[src/rtl/arrow_lane_scheduler.sv]
// arrow_lane_scheduler: two-player arrow lanes scrolled every FRAMES_PER_STEP vsync ticks, note fetch via note_valid/note_ready, press judgement, indicators and scores
module arrow_lane_scheduler #(
  parameter int FRAMES_PER_STEP = 4,
  parameter int HOLD_FRAMES = 30
) (
  input  logic clock,
  input  logic reset,
  input  logic vs_n,
  input  logic run,
  input  logic note_valid,
  input  logic [2:0] note_p1,
  input  logic [2:0] note_p2,
  output logic note_ready,
  input  logic [3:0] p1_btn,
  input  logic [3:0] p2_btn,
  output logic [77:0] player1_indexes,
  output logic [77:0] player2_indexes,
  output logic [1:0] player1_good_bad,
  output logic [1:0] player2_good_bad,
  output logic [7:0] p1_score,
  output logic [7:0] p2_score
);
  logic vs_q, tick, step;
  logic [7:0] cnt;
  logic [1:0][2:0] note;
  logic [1:0][3:0] btn;
  logic [1:0][77:0] lanes;
  logic [1:0][1:0] gbs;
  logic [1:0][7:0] scores;
  assign note = {note_p2, note_p1};
  assign btn = {p2_btn, p1_btn};
  assign {player2_indexes, player1_indexes} = lanes;
  assign {player2_good_bad, player1_good_bad} = gbs;
  assign {p2_score, p1_score} = scores;
  assign tick = vs_q & ~vs_n;
  assign step = tick & run & (cnt == 8'(FRAMES_PER_STEP - 1));
  assign note_ready = step;
  always_ff @(posedge clock)
    if (reset) begin
      vs_q <= 1'b0;
      cnt <= 8'd0;
    end else begin
      vs_q <= vs_n;
      if (tick & run) cnt <= step ? 8'd0 : cnt + 8'd1;
    end
  for (genvar i = 0; i < 2; i++) begin : g_p
    logic [77:0] lane;
    logic [1:0] gb;
    logic [7:0] score, hold;
    logic [2:0] s0, nc;
    logic [3:0] want;
    logic hit, bad, miss;
    always_comb begin
      s0 = lane[2:0];
      want = s0 == 3'd1 ? 4'b0001 : s0 == 3'd2 ? 4'b0010 : s0 == 3'd3 ? 4'b0100 : s0 == 3'd4 ? 4'b1000 : 4'b0000;
      nc = (note_valid && note[i] <= 3'd4) ? note[i] : 3'd0;
      hit = run && btn[i] != 4'd0 && btn[i] == want;
      bad = run && btn[i] != 4'd0 && !hit;
      miss = step && s0 != 3'd0 && !hit;
    end
    always_ff @(posedge clock)
      if (reset) begin
        lane <= '0;
        gb <= 2'b00;
        score <= 8'd0;
        hold <= 8'd0;
      end else begin
        if (step) lane <= {nc, lane[77:3]};
        else if (hit) lane[2:0] <= 3'd0;
        if (hit && score != 8'hff) score <= score + 8'd1;
        if (hit | bad | miss) begin
          gb <= hit ? 2'b01 : 2'b10;
          hold <= 8'(HOLD_FRAMES);
        end else if (tick && hold != 8'd0) begin
          hold <= hold - 8'd1;
          if (hold == 8'd1) gb <= 2'b00;
        end
      end
    assign lanes[i] = lane;
    assign gbs[i] = gb;
    assign scores[i] = score;
  end
endmodule

[config.mk]
export PLATFORM = sky130hd
export DESIGN_NAME = arrow_lane_scheduler
export DESIGN_NICKNAME = d
export VERILOG_FILES = /design/src/rtl/arrow_lane_scheduler.sv
export SDC_FILE = /design/constraint.sdc
export NUM_CORES = 1
export LEC_CHECK = 0
export CORE_UTILIZATION = 49
export CTS_CLUSTER_DIAMETER = 120
export DETAILED_ROUTE_END_ITERATION = 12
export GPL_TIMING_DRIVEN = 0
export PLACE_DENSITY = 0.91
export SLEW_MARGIN = 20
export SYNTH_ARGS = -nofsm -noshare
export SYNTH_HDL_FRONTEND = slang
export SYNTH_SLANG_ARGS = --single-unit
[constraint.sdc]
create_clock -name clock -period 2.2 [get_ports clock]
set_input_delay 0.22 -clock clock [delete_from_list [all_inputs] [get_ports clock]]
set_output_delay 0.22 -clock clock [all_outputs]
set_load 0.03 [all_outputs]
After elaboration in Yosys (flattened, before gate mapping). Index checks and enable logic that the tools add are counted.

Shift operators: 0. Multiplexer cells: 27. Bitwise operators: 8. Reductions and logical operators: 34. Equality and inequality tests: 15. Multipliers: 0. $lt $le $gt $ge: 2. Div/mod/pow operators: 0. Add/sub/neg operators: 5.

Operator list (count): $mux 4 (8); $add 8x1->8 const B (3); $mux 5 (4); $mux 3 (6); $eq 8x1->1 const B (2); $logic_and 1x1->1 (16); $mux 2 (8); $ne 8x8->1 const B (2); $reduce_bool 8->1 (2); $sub 8x1->8 const B (2); $eq 3x2->1 const B (4); $reduce_bool 2->1 (6); $eq 4x4->1 (2); $eq 8x2->1 const B (1); $mux 8 (1); $reduce_bool 4->1 (2); $eq 3x1->1 const B (2); $eq 3x3->1 const B (2); $le 3x3->1 const B (2); $reduce_bool 3->1 (2); $or 1x1->1 (4); $reduce_and 2->1 (2); $reduce_or 2->1 (2); $and 1x1->1 (3); 2 further kinds (3).

Logic and storage cells: 105. Bits in latches: 0. Memories kept: 0. Register bits after elaboration: 201. RAM bits: 0. Memory bits (read-only): 0. Input bits: 19.

Depth between registers and ports, before layout.
Word-level depth: 13. Mapped depth: 9. Depth with buffers taken out: 7.

Least setup slack after synthesis. No wires, ideal clock.

Path kind: register to register. From: register g_p[0].lane[2], in the netlist player1_indexes[2]. To: register g_p[0].score[4], in the netlist p1_score[4]. Clock period less this slack: 1.972 ns. Stages on the path, launching flop included: 7. Arrival: 1.851 ns. Path buffers: 1. Path slack: 0.228 ns. Path through: dfxtp_1 > nor3b_1 > xnor2_1 > nand3_1 > clkbuf_1 > nor3b_1 > mux2_2.

Cells in the longest elaborated chain, start to end: 8. Elaborated cells between the ends (all ways): 11. Classes of those cells: 5 x eq/ne; 4 x mux; 2 x reduce/logical.

Ends and longest elaborated chain: start, declared (line 47) `logic [77:0] lane;`; start signal, assigned (line 68) `if (step) lane <= {nc, lane[77:3]};`; $eq 3x3->1 (line 55) `want = s0 == 3'd1 ? 4'b0001 : s0 == 3'd2 ? 4'b0010 : s0 == 3'd3 ? 4'b0100 : s0 == 3'd4 ? 4'b1000 : 4'b0000;`; $mux 4 (3 in a row) (line 55); $mux 4 * (line 55); $eq 4x4->1 * (line 57) `hit = run && btn[i] != 4'd0 && btn[i] == want;`; $logic_and 1x1->1 * (line 57); $logic_and 1x1->1 * (line 70) `if (hit && score != 8'hff) score <= score + 8'd1;`; end signal, assigned (line 70); end, declared (line 49) `logic [7:0] score, hold;`.

Every way passes the cells marked *; elsewhere a longest branch is shown, timed or not. A chain may end at the register's enable or synchronous reset.

Worst setup path in the final report.
From: register cnt[6]. To: output note_ready.

Cells in the longest elaborated chain, start to end: 2.

Ends and longest elaborated chain: start, declared (line 24) `logic [7:0] cnt;`; start signal, assigned (line 44) `if (tick & run) cnt <= step ? 8'd0 : cnt + 8'd1;`; $eq 8x2->1 (line 36) `assign step = tick & run & (cnt == 8'(FRAMES_PER_STEP - 1));`; $and 1x1->1 (line 36); end, declared (line 13) `output logic note_ready,`.

No other way between the ends.

==> flow_summary.ini <==
[clocking]
clkTransAtPathRegs_ns = 0.06
htree_levels = 1
cts_made_buffers = 21
cts_hold_buffers = 0
clkSinkCount = 201
tritoncts = done
cts_buffer_depth = 3
clk_latency_ns = 0.49
root_buffer = clkbuf_16

[logic_synthesis]
ys.warnings.count = 0
syn-num-nets = 994
yosys.area.top_type = dfxtp_1
syn_inst = 967
ys_seq_area_frac = 0.513
synth_common_cells = 317 x nand2_1, 201 x dfxtp_1, 184 x a21oi_1
synth.area.top_cells = dfxtp_1 51%, nand2_1 15%, a21oi_1 12%
synth_edf_count = 0
synth-seq-cells = 201
yosysMostFrequentCell = nand2_1
postSynth.asyncResetShare = 0
ys_types = 39
avgSynthCellArea_um2 = 8.11
synth_area_um2 = 7840
synthFlopType = dfxtp_1
yosysTopAreaCellShare = 0.513

[timing]
drv_slew = 0
finalClockSkew_ns = 0.0156
fin_ws_ns = -0.0355
final.period_utilization = 1.02
maxSlewHeadroom = 0.559
finalCriticalPeriod_ns = 2.24
tightest_slew_ns = 0.662
finalSetupViolations = 2
rsz0062_at_grt = true
worst_hold_slack_ns = 0.346
hold_viol = 0
clock.fmax_mhz = 447

[setup_path]
path_cells = or4_4, nor3_4, nand2b_1, buf_6, clkinv_4, buf_8, buf_6
crit_buf_inv = 4
crit_path_frequent_cell = buf_6
crit_type = reg2out
end_kind = output port
crit_slowest_cell = or4_4
cp_top_family = simple AND/OR/NAND/NOR gates
cp.arrival_ns = 2.02
required_ns = 1.98
critPathLaunchType = flop
critPathMaxFanout = 5
slowest_delay_ns = 0.55

[placed_design]
gp_congestion = 0.874
dpl.hpwl_um = 15300
place_inst = 1373
placed_cell_area_um2 = 10100
io_buffers = 195

[finish]
final_layout_size_suffix_gt1_frac = 0.0740
nets = 1214
final_util = 0.706
fin_area_um2 = 10900
area_growth_pct = 38.9
instances_no_fill = 1413
fill_cells = 1196
num_antenna_cells = 0

[route]
drt_pre_antenna_iters = 5
drt_iter0_markers = 459
wl_um = 22200
viasPerCell = 5.46
num_vias = 7715
ant_nets = 0
drc_errors = 0
wl_per_cell_um = 15.7

[floorplan]
rows = 45
coreArea_um2 = 15400
io_pins = 196
start_util = 0.508
fp.dieH_um = 128
die_w_um = 128
die_area_um2 = 16500

[pwr]
power_density_nw_per_um2 = 706
intPower_w = 0.00607
comb_power_share = 0.034
p_clk_frac = 0.487
fin_total_pwr_w = 0.00769
p_seq_frac = 0.478
switching_share = 0.210
ir_drop_v = 0.000727
p_leak_nw = 3.60
switching_power_w = 0.00162

[global_route]
grt_use_total = 0.258
grt_overflow_total = 0
grt_max_degree = 15
grt_pass1_vias = 7101
grt_pass1_wl_um = 34200
antenna_found_initial = 0

[hold_path]
hold_class = in2reg

[run]
drv_cap = 0

[run_status]
violations = setup timing
status = finished with violations
## area by class of cell
cell class,count,area [um2],area share
Tap cell,211,264,0.0243
Clock inverter,8,123,0.0113
Inverter,6,27.5,0.00253
Multi-Input combinational cell,697,3480,0.320
Buffer,63,370,0.0340
Timing Repair Buffer,197,1970,0.181
Clock buffer,30,619,0.0569
Sequential cell,201,4030,0.370
## logic make-up (layout without fill, tap and decap cells)
kind of cell | Yosys count | count (layout) | share of synthesized area
AOI/OAI and AO/OA | 220 | 220 | 0.148
xor gates and xnor gates | 14 | 14 | 0.0156
adders and majority gates | 8 | 8 | 0.0128
buffers and inverters | 69 | 304 | 0.0466
DFF | 201 | 201 | 0.513
muxes | 7 | 7 | 0.00990
and+or+nand+nor | 448 | 448 | 0.254
## registers in the layout (all words and copies together) (netlist names)
register and flops:
cnt 8, player1_indexes 78, p2_score 8, p1_score 8, g_p.hold 16, vs_q 1, player2_good_bad 2, player2_indexes 78
player1_good_bad 2
## metal layers
| metal | track usage | wire [um] |
|---|---|---|
| met4 | 0.109 | 853 |
| met3 | 0.0707 | 1730 |
| met5 | 0 | 0 |
| met2 | 0.442 | 10600 |
| met1 | 0.304 | 9030 |
## placed cells by master, fill, tap and decap left out, types with 9 or more instances in the layout
cell type / netlist / final
o31ai_1: 9 / 9
buf_6: 9 / 11
and3_1: 9 / 9
nand2_1: 317 / 317
o21ai_0: 14 / 14
a21oi_1: 184 / 182
nor3b_1: 11 / 11
buf_2: 21 / 17
nand4_1: 11 / 11
nor2_1: 25 / 25
dfxtp_1: 201 / 198
nor2b_1: 9 / 9
clkbuf_1: 32 / 33
nand3_1: 13 / 13
or3_1: 9 / 9
clkdlybuf4s50_1: 0 / 194
clkbuf_16: 0 / 21
## timing repair
action / in CTS / in global routing
pin swaps: 2 / 1
endpoints found under the hold margin: 0 / 0
endpoints found under the setup margin: 12 / 159
setup buffers: 2 / 0
gates resized for setup: 22 / 8
## worst register-to-register path: cells and delay by family (launching register included)
kind                   cells  cell delay (ns)
AND/OR/NAND/NOR            4             0.88
flip-flops                 1             0.33
buffers and inverters      5             0.76
AO/OA/AOI/OAI              1             0.17
## through the flow
step	setup slack, ns	TNS [ns]
floorplan	0.228	0
global placement	-0.688	-44.94
detailed placement	-0.722	-49.32
CTS	-0.0916	-0.131
global route	-0.0959	-1.53
finish	-0.0355	-0.0616
## power groups by stage
stage | Clock (W) | Sequential, W | Combinational, W
6_report | 0.00375 | 0.00368 | 0.000265
5_1_grt | 0.00396 | 0.00368 | 0.000287
4_1_cts | 0.00380 | 0.00368 | 0.000261
3_5_place_dp | 0 | 0.00376 | 0.000256
3_3_place_gp | 0 | 0.00376 | 0.000250
2_1_floorplan | 0 | 0.00376 | 0.000146
## path summary, 6_finish.rpt
kind                       start                  end  slack [ns]  depth (start not counted)
min reg2reg  player2_indexes[37]  player2_indexes[34]        0.46                          2
min                   note_p2[0]  player2_indexes[75]        0.35                          3
max reg2reg               cnt[6]  player2_indexes[74]       -0.03                         10
max                       cnt[6]           note_ready       -0.04                          7
Note: power is estimated with default switching activity, not from simulation.
==> edit 1, RTL diff (config.mk and constraints unchanged) <==
Add an input register stage for `p1_btn` and `p2_btn`, cleared by the reset; this delays them by one clock. The other inputs are not delayed to match.
--- a/src/rtl/arrow_lane_scheduler.sv
+++ b/src/rtl/arrow_lane_scheduler.sv
@@ -21,4 +21,18 @@
   output logic [7:0] p2_score
 );
+
+  logic [3:0] p1_btn_q;
+  logic [3:0] p2_btn_q;
+
+  always_ff @(posedge clock) begin
+    if (reset) begin
+      p1_btn_q <= '0;
+      p2_btn_q <= '0;
+    end else begin
+      p1_btn_q <= p1_btn;
+      p2_btn_q <= p2_btn;
+    end
+  end
+
   logic vs_q, tick, step;
   logic [7:0] cnt;
@@ -29,5 +43,5 @@
   logic [1:0][7:0] scores;
   assign note = {note_p2, note_p1};
-  assign btn = {p2_btn, p1_btn};
+  assign btn = {p2_btn_q, p1_btn_q};
   assign {player2_indexes, player1_indexes} = lanes;
   assign {player2_good_bad, player1_good_bad} = gbs;
Check against the original RTL: not equivalent (a bounded check fails within 4 cycles, from zero or initial values and one cycle with reset high).
==> edit 1 against the unedited design <==
- the flow still finishes with violations (negative setup slack)
- critical path depth grew 6
- via count grew 17%
- synthesized cell count grew 1.6%
- total power grew 5.9%
- synthesized area grew 2.2%
- sequential power grew 5%
- clock power grew 5%
- sequential cell count grew 8
- wire length grew 50%
- final area grew 20%
- setup slack lost 0.44 ns
- critical path type is now reg -> reg
==> edit 1: results (changes against the unedited design) <==
GPL Wtd Cong 0.902 (+3.2%); hpwl dp 15.9 mm (+3.6%); post-synthesis adder-cell area fraction 0.0125 (-0.000271); layout cells sized above 1 0.285 (+0.211); Max-slew headroom 0.411 (-0.147); post-layout util 0.818 (+0.113); worst path arrival time 3.08 ns (+1.06 ns); Hold Path Stages 2 (-1); Post-Synth XOR/XNOR Area 0.0186 (+0.00295); multiplexer share of the synthesized area 0.00406 (-0.00583); Global Route Usage Sum 0.322 (+0.0640); fraction of registers with async set/reset 0 (unchanged); Worst VDD drop 0.739 mV (+1.6%); Synth Area in Compound Gates 0.152 (+0.00373); synth top area cells dfxtp_1 (52%), nand2_1 (15%), a21oi_1 (11%), clkbuf_1 (2.1%), nor2_1 (1.4%); main combinational cell family by area after synthesis simple AND/OR/NAND/NOR gates; Mapped Nets 1009 (+1.5%); final setup vio count 165 (+163); reg2reg path depth 13 (+3); 1st-pass router iterations 5 (unchanged); H-tree levels 1 (unchanged); crit path max fanout 6 (+1); register area share after synthesis 0.522 (+0.00909); Syn Inst Count 982 (+1.6%); slowest stage delay, CP 0.57 ns (+0.02 ns); Via density 6.10 (+12%); status finished with violations; Initial DRC Count 916 (+100%); fin cells 1481 (+4.8%); Post-synth top cells nand2_1 (320), dfxtp_1 (209), a21oi_1 (179), clkbuf_1 (44), nor2_1 (30); clock skew 0.0121 ns (-0.00356 ns); layout net count 1276 (+5.1%); leakage 0.00528 uW (+47%); Synth top area share 0.522 (+0.00909); pin count of the biggest net entering global routing 14 (-1); DP Cell Count 1393 (+1.5%); failing checks negative setup slack; global-route wire length before repair 42.2 mm (+23%); worst skew pair latency 0.51 ns (+0.02 ns); Placed Area 10200 sq um (+1.8%); Fillers 854 (-29%); vias in the first global route 8143 (+15%); Netlist cell types 47 (+21%); final setup margin -0.472 ns (-0.437 ns); setup TNS -27.85 ns (-27.79 ns); clock buffer count from CTS 22 (+4.8%); WL/cell 22.6 microns (+43%)
-- edit 1: per-layer routing --
| metal | global-route usage | vias up | share of wire |
|---|---|---|---|
| met2 | 0.565 | 648 | 0.49 |
| met4 | 0.155 | 0 | 0.072 |
| met3 | 0.0562 | 201 | 0.090 |
| li1 | - | 3867 | - |
| met5 | 0 | - | 0 |
| met1 | 0.382 | 4311 | 0.35 |
-- edit 1: cell type report --
cell class / instances / area share
buffer: 58 / 0.0381
clock buffer: 33 / 0.0508
clock inverter: 7 / 0.00652
inverter: 13 / 0.00393
multi-input combinational: 697 / 0.348
sequential: 209 / 0.322
tap: 216 / 0.0207
timing repair buffer: 248 / 0.210
-- edit 1: repair_timing --
item                       CTS  global route
setup endpoints to repair  156           177
cloned                      16             0
setup buffers               28            18
pin swaps                   56           107
gates resized for setup    219           251
-- edit 1: cells by family after synthesis --
kind of cell / Yosys count
XOR/XNOR: 17
AO/OA/AOI/OAI: 222
flip-flops: 209
AND/OR/NAND/NOR: 447
buffers and inverters: 76
adder cells (fa/ha/maj): 8
multiplexers: 3
-- edit 1: critical path, delay by kind of cell (launching register included) --
family	cells	cell delay (ns)
buf+inv	8	0.89
simple gates	3	0.84
flops	1	0.38
compound gates	1	0.26
fa+ha+maj	1	0.18
-- edit 1: through the flow --
stage / worst slack, ns / power, uW / hold slack [ns]
6_report: -0.472 / 8140 / 0.267
5_1_grt: -0.449 / 8300 / 0.265
3_3_place_gp: -0.977 / 4240 / 0.451
3_5_place_dp: -1.00 / 4250 / 0.458
2_1_floorplan: 0.0467 / 4130 / 0.348
4_1_cts: -0.324 / 8020 / 0.258
-- edit 1: final timing paths --
kind / from / to / slack [ns]
setup / recovery: cnt[0] / player1_indexes[36] / -0.47
hold / removal: p1_btn[3] / p1_btn_q[3] / 0.27
setup reg to reg: cnt[0] / player1_indexes[36] / -0.47
hold reg to reg: player2_indexes[65] / player2_indexes[62] / 0.47
-- edit 1: report_power, final --
| part | switching (uW) | leakage (uW) | internal (uW) |
|---|---|---|---|
| Clock | 1610 | 0.000373 | 2320 |
| Combinational | 232 | 0.00321 | 122 |
| Sequential | 41.7 | 0.00169 | 3820 |
==> edit 2, RTL diff (config.mk and constraints unchanged) <==
Made on the original files. The parameter `HOLD_FRAMES` goes from 30 to 22.
--- a/src/rtl/arrow_lane_scheduler.sv
+++ b/src/rtl/arrow_lane_scheduler.sv
@@ -2,5 +2,5 @@
 module arrow_lane_scheduler #(
   parameter int FRAMES_PER_STEP = 4,
-  parameter int HOLD_FRAMES = 30
+  parameter int HOLD_FRAMES = 22
 ) (
   input  logic clock,
Formal check against the unedited RTL: no difference found for any inputs over 10 cycles, from zero or initial values and one cycle with reset high; that may be too few to reach the edited logic, so the function may still have changed.
==> edit 2 against the unedited design <==
- final area increased by 9.2%
- global-route usage decreased by 0.082 points
- total power increased by 2.0%
- critical path type unchanged
- wire length increased by 13%
- setup slack got worse by 0.17 ns
- the flow still finishes with violations (negative setup slack)
- synthesized area increased by 0.49%
- sequential cell count unchanged
==> edit 2: results (changes against the unedited design) <==
register area share after synthesis 0.511 (-0.00253); final setup vio count 128 (+126); Worst VDD drop 0.651 mV (-10%); Netlist cell types 47 (+21%); Non-clock buffer share 0.248 (+0.0327); register-to-register setup slack -0.18 ns (-0.15 ns); synth top area cells dfxtp_1 (51%), nand2_1 (15%), a21oi_1 (11%), nor2_1 (1.7%), mux2_2 (1.6%); slowest stage delay, CP 0.52 ns (-0.03 ns); multiplexer share of the synthesized area 0.0195 (+0.00964); vias in the first global route 7044 (-0.80%); Post-synth top cells nand2_1 (318), dfxtp_1 (201), a21oi_1 (176), nor2_1 (35), clkbuf_1 (32); post_cts resized 44 (+100%); final setup margin -0.209 ns (-0.174 ns); Mapped Nets 1000 (+0.60%); multi-input gate share of total cell area 0.322 (+0.00242); Critical Path Source cnt[2]; Worst Hold End p1_score[3]; Syn Inst Count 973 (+0.62%); Via density 5.49 (+0.56%); hold_sp reset; pin count of the biggest net entering global routing 14 (-1); clock network share of area 0.0644 (-0.00372); hold_ws 0.232 ns (-0.115 ns); Initial DRC Count 532 (+16%); worst path arrival time 2.19 ns (+0.17 ns); status finished with violations; Buffers, non-clock 286 (+10%); Post-Synth XOR/XNOR Area 0.0167 (+0.00103); Non-CTS inverters 10 (+4); setup TNS -11.89 ns (-11.83 ns); sequential power 3670 uW (about the same); clock buffer count 31 (+3.3%); Fillers 1010 (-16%); Comb group 270 uW (+2%); worst r2r dst player1_indexes[26]; post-synthesis adder-cell area fraction 0.0127 (-0.0000629); vias 7939 (+2.9%); failing checks negative setup slack; Setup Fix Bufs, Post-CTS 5 (+3); crit path max fanout 4 (-1); reg2reg path depth 9 (-1); multi-input gates 700 (+0.43%)
edit 2: cell count changes in the layout (fill, tap and decap cells not counted), moves of 10 or more:
cell       before  now
buf_8           1   13
buf_4           3   13
a21oi_1       182  114
a21oi_2         0   61
clkbuf_16      21   38
nand2_2         0   18
nand2_1       317  300
edit 2: worst max-delay path: cells and delay by family, from the launching register on:
family / cells / cell delay (ns)
AND/OR/NAND/NOR: 2 / 1.03
buffers and inverters: 3 / 0.30
flip-flops: 1 / 0.34
edit 2: per-layer routing:
layer | part of all wire | global-route usage | wire length (microns)
met1 | 0.40 | 0.315 | 10100
met2 | 0.49 | 0.442 | 12300
met3 | 0.076 | 0.0728 | 1890
met4 | 0.029 | 0.0692 | 715
met5 | 0 | 0 | 0
edit 2: stage by stage:
step	worst slack, ns	cell area (sq um)
2_1_floorplan	0.0977	7880
3_3_place_gp	-1.04	10100
3_5_place_dp	-1.06	10100
4_1_cts	-0.226	11000
5_1_grt	-0.244	11900
6_report	-0.209	11900
